### src/rtl/vpg_pkg.sv
// Shared definitions for the video pattern generator: pattern mode encodings
// and the colour-bar table (1 bit per R,G,B, expanded to full scale on use).
package vpg_pkg;

    typedef enum logic [2:0] {
        VPG_BARS    = 3'd0,
        VPG_RAMP    = 3'd1,
        VPG_CHECKER = 3'd2,
        VPG_SOLID   = 3'd3,
        VPG_BORDER  = 3'd4
    } vpg_mode_e;

    localparam int NUM_BARS = 8;

    // Index 0 is the left-most bar: white, yellow, cyan, green, magenta, red, blue, black.
    localparam logic [NUM_BARS-1:0][2:0] BAR_RGB = {
        3'b000, 3'b001, 3'b100, 3'b101, 3'b010, 3'b011, 3'b110, 3'b111
    };

endpackage

### src/rtl/video_timing_gen.sv
// Free-running raster timing: h/v counters plus combinational DE, sync and
// frame-start decode of the current counter state (callers register them).
module video_timing_gen #(
    parameter int H_ACTIVE = 1280,
    parameter int H_FP     = 110,
    parameter int H_SYNC   = 40,
    parameter int H_BP     = 220,
    parameter int V_ACTIVE = 720,
    parameter int V_FP     = 5,
    parameter int V_SYNC   = 5,
    parameter int V_BP     = 20,
    parameter bit HS_POL   = 1'b1,
    parameter bit VS_POL   = 1'b1,
    localparam int H_TOTAL = H_ACTIVE + H_FP + H_SYNC + H_BP,
    localparam int V_TOTAL = V_ACTIVE + V_FP + V_SYNC + V_BP,
    localparam int HW      = $clog2(H_TOTAL),
    localparam int VW      = $clog2(V_TOTAL)
) (
    input  logic          clk,
    input  logic          rst_n,
    output logic [HW-1:0] h,
    output logic [VW-1:0] v,
    output logic          line_end,
    output logic          de,
    output logic          hsync,
    output logic          vsync,
    output logic          frame_start
);

    assign line_end = (int'(h) == H_TOTAL - 1);

    // NOTE: sequential state uses non-blocking assignments so every register
    // samples the pre-edge values, independent of block ordering.
    always_ff @(posedge clk or negedge rst_n) begin
        if (!rst_n) begin
            h <= '0;
            v <= '0;
        end else if (line_end) begin
            h <= '0;
            v <= (int'(v) == V_TOTAL - 1) ? '0 : v + VW'(1);
        end else begin
            h <= h + HW'(1);
        end
    end

    assign de          = (int'(h) < H_ACTIVE) && (int'(v) < V_ACTIVE);
    assign frame_start = (h == '0) && (v == '0);

    assign hsync = (int'(h) >= H_ACTIVE + H_FP && int'(h) < H_ACTIVE + H_FP + H_SYNC)
                   ? HS_POL : ~HS_POL;
    assign vsync = (int'(v) >= V_ACTIVE + V_FP && int'(v) < V_ACTIVE + V_FP + V_SYNC)
                   ? VS_POL : ~VS_POL;

endmodule

### src/rtl/video_pattern_gen.sv
// Free-running test-pattern source: per-frame mode/colour latch, bar counter,
// pattern mux, registered video outputs and completed-frame counter.
module video_pattern_gen
    import vpg_pkg::*;
#(
    parameter int BPC      = 8,
    parameter int H_ACTIVE = 1280,
    parameter int H_FP     = 110,
    parameter int H_SYNC   = 40,
    parameter int H_BP     = 220,
    parameter int V_ACTIVE = 720,
    parameter int V_FP     = 5,
    parameter int V_SYNC   = 5,
    parameter int V_BP     = 20,
    parameter bit HS_POL   = 1'b1,
    parameter bit VS_POL   = 1'b1
) (
    input  logic             CLK,
    input  logic             RSTn,
    input  logic             ENABLE,
    input  logic [2:0]       MODE,
    input  logic [3*BPC-1:0] SOLID_RGB,
    output logic [3*BPC-1:0] VID_DATA,
    output logic             VID_HSYNC,
    output logic             VID_VSYNC,
    output logic             VID_DE,
    output logic             FRAME_START,
    output logic [15:0]      FRAME_CNT
);

    localparam int H_TOTAL = H_ACTIVE + H_FP + H_SYNC + H_BP;
    localparam int V_TOTAL = V_ACTIVE + V_FP + V_SYNC + V_BP;
    localparam int HW      = $clog2(H_TOTAL);
    localparam int VW      = $clog2(V_TOTAL);
    localparam int BAR_W   = H_ACTIVE / NUM_BARS;
    localparam int BW      = $clog2(BAR_W + 1);

    logic [HW-1:0]    h;
    logic [VW-1:0]    v;
    logic             line_end, de, hsync, vsync, frame_start;
    logic [2:0]       mode_q, mode_eff;
    logic [3*BPC-1:0] solid_q, solid_eff, pixel;
    logic [BW-1:0]    bar_cnt;
    logic [2:0]       bar_idx;
    logic             started;

    video_timing_gen #(
        .H_ACTIVE(H_ACTIVE), .H_FP(H_FP), .H_SYNC(H_SYNC), .H_BP(H_BP),
        .V_ACTIVE(V_ACTIVE), .V_FP(V_FP), .V_SYNC(V_SYNC), .V_BP(V_BP),
        .HS_POL(HS_POL), .VS_POL(VS_POL)
    ) u_timing (
        .clk(CLK), .rst_n(RSTn), .h(h), .v(v), .line_end(line_end), .de(de),
        .hsync(hsync), .vsync(vsync), .frame_start(frame_start)
    );

    function automatic logic [3*BPC-1:0] expand_rgb(input logic [2:0] rgb);
        return {{BPC{rgb[2]}}, {BPC{rgb[1]}}, {BPC{rgb[0]}}};
    endfunction

    // Pixel (0,0) already uses the values being latched on the same edge.
    assign mode_eff  = frame_start ? MODE : mode_q;
    assign solid_eff = frame_start ? SOLID_RGB : solid_q;

    always_ff @(posedge CLK or negedge RSTn) begin
        if (!RSTn) begin
            mode_q    <= '0;
            solid_q   <= '0;
            started   <= 1'b0;
            FRAME_CNT <= '0;
        end else if (frame_start) begin
            mode_q  <= MODE;
            solid_q <= SOLID_RGB;
            started <= 1'b1;
            if (started) FRAME_CNT <= FRAME_CNT + 16'd1;
        end
    end

    // Bar index tracks h without a divider; the last bar absorbs the remainder.
    always_ff @(posedge CLK or negedge RSTn) begin
        if (!RSTn) begin
            bar_cnt <= '0;
            bar_idx <= '0;
        end else if (line_end) begin
            bar_cnt <= '0;
            bar_idx <= '0;
        end else if (int'(bar_cnt) == BAR_W - 1) begin
            bar_cnt <= '0;
            if (bar_idx != 3'd7) bar_idx <= bar_idx + 3'd1;
        end else begin
            bar_cnt <= bar_cnt + BW'(1);
        end
    end

    // NOTE: pixel gets a default before the case so no path leaves it
    // unassigned, which would otherwise infer a latch.
    always_comb begin
        pixel = '0;
        case (mode_eff)
            VPG_BARS:    pixel = expand_rgb(BAR_RGB[bar_idx]);
            VPG_RAMP:    pixel = {3{BPC'(h)}};
            VPG_CHECKER: pixel = (((int'(h) ^ int'(v)) & 32) != 0) ? '1 : '0;
            VPG_SOLID:   pixel = solid_eff;
            VPG_BORDER:  pixel = (h == '0 || int'(h) == H_ACTIVE - 1 ||
                                  v == '0 || int'(v) == V_ACTIVE - 1) ? '1 : '0;
            default:     pixel = '0;
        endcase
    end

    always_ff @(posedge CLK or negedge RSTn) begin
        if (!RSTn) begin
            VID_DATA    <= '0;
            VID_DE      <= 1'b0;
            VID_HSYNC   <= ~HS_POL;
            VID_VSYNC   <= ~VS_POL;
            FRAME_START <= 1'b0;
        end else begin
            VID_DATA    <= (de && ENABLE) ? pixel : '0;
            VID_DE      <= de;
            VID_HSYNC   <= hsync;
            VID_VSYNC   <= vsync;
            FRAME_START <= frame_start;
        end
    end

endmodule

### config.mk
export PLATFORM = sky130hd
export DESIGN_NAME = video_pattern_gen
export DESIGN_NICKNAME = d
export VERILOG_FILES = /design/src/rtl/vpg_pkg.sv /design/src/rtl/video_timing_gen.sv /design/src/rtl/video_pattern_gen.sv
export SDC_FILE = /design/constraint.sdc
export NUM_CORES = 1
export LEC_CHECK = 0
export ABC_AREA = 1
export CAP_MARGIN = 20
export CORE_ASPECT_RATIO = 1.5
export CORE_MARGIN = 2
export CORE_UTILIZATION = 52
export DETAILED_ROUTE_END_ITERATION = 12
export MAX_ROUTING_LAYER = met4
export PLACE_DENSITY = 0.83
export REMOVE_ABC_BUFFERS = 1
export SYNTH_ARGS = -nofsm -noshare
export SYNTH_HDL_FRONTEND = slang
export SYNTH_HIERARCHICAL = 1
export SYNTH_SLANG_ARGS = --single-unit
### constraint.sdc
create_clock -name CLK -period 3.5 [get_ports CLK]
set_clock_uncertainty 0.2 [all_clocks]
set_input_delay 0.875 -clock CLK [delete_from_list [all_inputs] [get_ports CLK]]
set_output_delay 0.875 -clock CLK [all_outputs]
set_load 0.01 [all_outputs]
==> results.md <==
* Status: finished clean
* Worst IR Drop VDD at 0.257 mV
* Die width at around 87 µm
* P_int at 1980 µW
* DRC at 0
* Part of the power in the clock network at 0.426
* Cell count after synthesis at 657
* Ports at 74
* Place WS at 0.382 ns
* Crit path DAT at 3.22 ns
* Total CTS buffers at 9
* Post-synthesis sequential area ratio at 0.490
* Dpl hpwl at 9.12 mm
* HP Class: flop to flop
* Worst slew pin tran at 0.941 ns
* Worst path max stage delay at 0.47 ns
* Slew margin rel. at 0.373
* Ys Warns at 6
* Crit-path cells: inv_1 > ha_1 > nand4_1 > nor4_2 > buf_4 > nand2_1 > nand2_2 > buf_4 > nand4_1 > nand2_1 > nor2_1 > a21oi_1
* Worst Setup SP: u_timing/v[0]
* Hold path endpoint: bar_cnt[0]
* Initial antenna violation count at 0
* Setup violations, final at 0
* Vias/cell at 5.47
* WS Path Type: flop to flop
* Synth-to-Final Area Change at 21.3%
* I/O Buffers at 73
* H-tree levels at 3
* Clk_lat worst skew at 0.35 ns
* Min Tclk post-route at 3.18 ns
* Post-CTS Setup Inserts at 0
* # clock sinks at roughly 100
* Num rows at 45
* R2r setup slk at 0.32 ns
* R2r worst-path depth at 12
* Worst-path clk slew at 0.07 ns
* Die Ht at around 130 µm
* Share of cells above drive strength 1 at 0.0629
* Critical path's slowest cell: dfrtp_1
* Final worst slack at roughly 0.32 ns
* Final worst path period share at 0.908
* Met1 Use GR at 0.283
* DR WL/cell at 15.1 µm
* Avg Inst Size Synth at 8.08 µm²
* RSZ-0062 raised after global routing: no
* Seq cells post-synth at 104
* Fin nets at 767
* WL final at ~13 mm
* CP Buf/Inv Count at 3
* 1st-pass router iterations at 7
* Hold Path Stages at 1
* Total of max-cap violations at 0
* PostCTS Resize Cnt at 0
* Drt first-iter violations at ~350
* Die Area at roughly 11000 µm²
* Bufs on Longest Clock Path at 2
* Reg-to-Reg End: VID_DATA[22]
* Startpoint Class: flop
* P_sw at between 500 and 600 µW
* Comb pwr share at 0.083
* Worst hold slack at approximately 0.26 ns
* Vias in the first global route at about 4500
* Worst R2R Start: u_timing/v[0]
* Busiest grt layer: met2
* Worst Hold Launch: bar_cnt[0]
* Met2 Track Usage GR at 0.433
* PwrDens at between 300 and 400 nW/µm²
* Routed vias at 4640
* Max Slew Vio Count at 0
* Switching part of the total power at 0.223
* Sequential share of power at 0.491
* Clk root buf: clkbuf_16
* GPL Wtd Cong at 0.951
* CP Capture Type: flop
* Crit path max fanout at 32
* TritonCTS clock tree: built
* Fin. Hold Viols at 0
* Core area at 10000 µm²
* Total Routing Usage GR at 0.250
* Global route overflow at 0
* Crit-path leading delay family: simple AND/OR/NAND/NOR gates
* Post-cts hold buffer count at 0
* CP Data Required Time at 3.54 ns
* Global-route wire length before repair at ~21 mm
* Synth cell types at 32
* Peak Freq at 0.315 GHz
* # diodes at 0
* Pleak at 0.00322 µW
* Synthesized area at roughly 5300 µm²
* Met3 usage at 0.0451
* Largest net degree at the start of global routing at 52
* Post-DRT Antenna Nets at 0
* Total power at 2550 µW
* Starting Density at 0.530
[metrics by stage]
stage                     cells  cell area [µm²]  utilization  TNS [ns]
after floorplan             636             5180            -    -85.56
after global placement      832             6120        0.611         0
after detailed placement    832             6120        0.611         0
after CTS                   848             6440        0.643         0
after global routing        848             6440        0.643         0
final                       848             6440        0.643         0
[final cells by class]
type	instances	area [µm²]
Fill cell	783	3580
Sequential cell	104	2600
Multi-Input combinational cell	474	2370
Timing Repair Buffer	79	786
Clock buffer	12	246
Inverter	58	218
Tap cell	117	146
Clock inverter	4	76.3
[flip-flops by register name, summed over array words and instances, names as in the netlist]
register and count:
mode_q 3, u_timing/v 10, VID_VSYNC 1, VID_HSYNC 1, FRAME_CNT 16, bar_idx 3
VID_DATA 24, u_timing/h 11, started 1, bar_cnt 8, VID_DE 1, FRAME_START 1
solid_q 24
[cell families after synthesis]
| family | count (synthesis) | share of synthesized area |
|---|---|---|
| AND/OR/NAND/NOR | 388 | 0.326 |
| buffers and inverters | 79 | 0.0655 |
| flip-flops | 104 | 0.490 |
| AO/OA/AOI/OAI | 46 | 0.0450 |
| XOR/XNOR | 29 | 0.0478 |
| adder cells (fa/ha/maj) | 11 | 0.0259 |
[synth_stat cells]
cell type,count,share of area
a21oi_1,30,0.028
a31oi_1,1,0.0012
and2_0,2,0.0024
buf_2,13,0.012
buf_4,1,0.0014
buf_6,4,0.0085
clkbuf_1,2,0.0014
clkbuf_2,1,0.00094
dfrtp_1,104,0.49
ha_1,11,0.026
inv_1,56,0.040
inv_2,2,0.0014
nand2_1,196,0.14
nand2_2,8,0.0094
nand2_4,2,0.0042
nand3_1,31,0.029
nand3_2,4,0.0075
nand3b_1,3,0.0042
nand4_1,43,0.051
nor2_1,85,0.060
nor2_2,3,0.0035
nor2_4,1,0.0021
nor2_8,1,0.0038
nor3_1,5,0.0047
nor3_2,1,0.0019
nor4_1,2,0.0024
o2111ai_1,1,0.0016
o21ai_0,13,0.012
o21ai_2,1,0.0016
or2_2,1,0.0012
xnor2_1,8,0.013
xor2_1,21,0.035
[layout by cell type, fill, tap and decap left out, types with 2 or more instances in the layout]
cell type        netlist  routed
nand4_1               43      43
clkbuf_1               2       2
nand2_1              196     196
nand2_2                8       8
dfrtp_1              104     104
inv_1                 56      56
nand3_1               31      31
clkdlybuf4s50_1        0      72
nor2_1                85      85
nand3b_1               3       3
nor3_1                 5       5
xor2_1                21      21
buf_4                  1       6
a21oi_1               30      30
nor2_2                 3       3
inv_2                  2       2
ha_1                  11      11
and2_0                 2       2
clkbuf_16              0       9
nand2_4                2       2
o21ai_0               13      13
xnor2_1                8       8
nand3_2                4       4
bufinv_16              0       2
[worst max path at each step]
stage | endpoint | slack [ns] | depth (start not counted)
finish | VID_DATA[22] | 0.32 | 12
global route | VID_DATA[22] | 0.07 | 12
CTS | VID_DATA[22] | 0.32 | 12
detailed placement | VID_DATA[22] | 0.38 | 12
global placement | VID_DATA[17] | 0.52 | 10
floorplan | VID_DATA[0] | -1.88 | 10
[power groups by stage]
stage | registers [µW] | logic (µW) | clock network, µW
2_1_floorplan | 1280 | 75.1 | 0
3_3_place_gp | 1270 | 205 | 0
3_5_place_dp | 1270 | 211 | 0
4_1_cts | 1250 | 212 | 1100
5_1_grt | 1250 | 233 | 1140
6_report | 1250 | 211 | 1090
[metal layers]
metal | part of all wire | wire (µm)
met1 | 0.39 | 4970
met2 | 0.53 | 6820
met3 | 0.050 | 637
met4 | 0.027 | 345
met5 | 0 | 0
No activity file was read; power rests on OpenSTA's default activity.
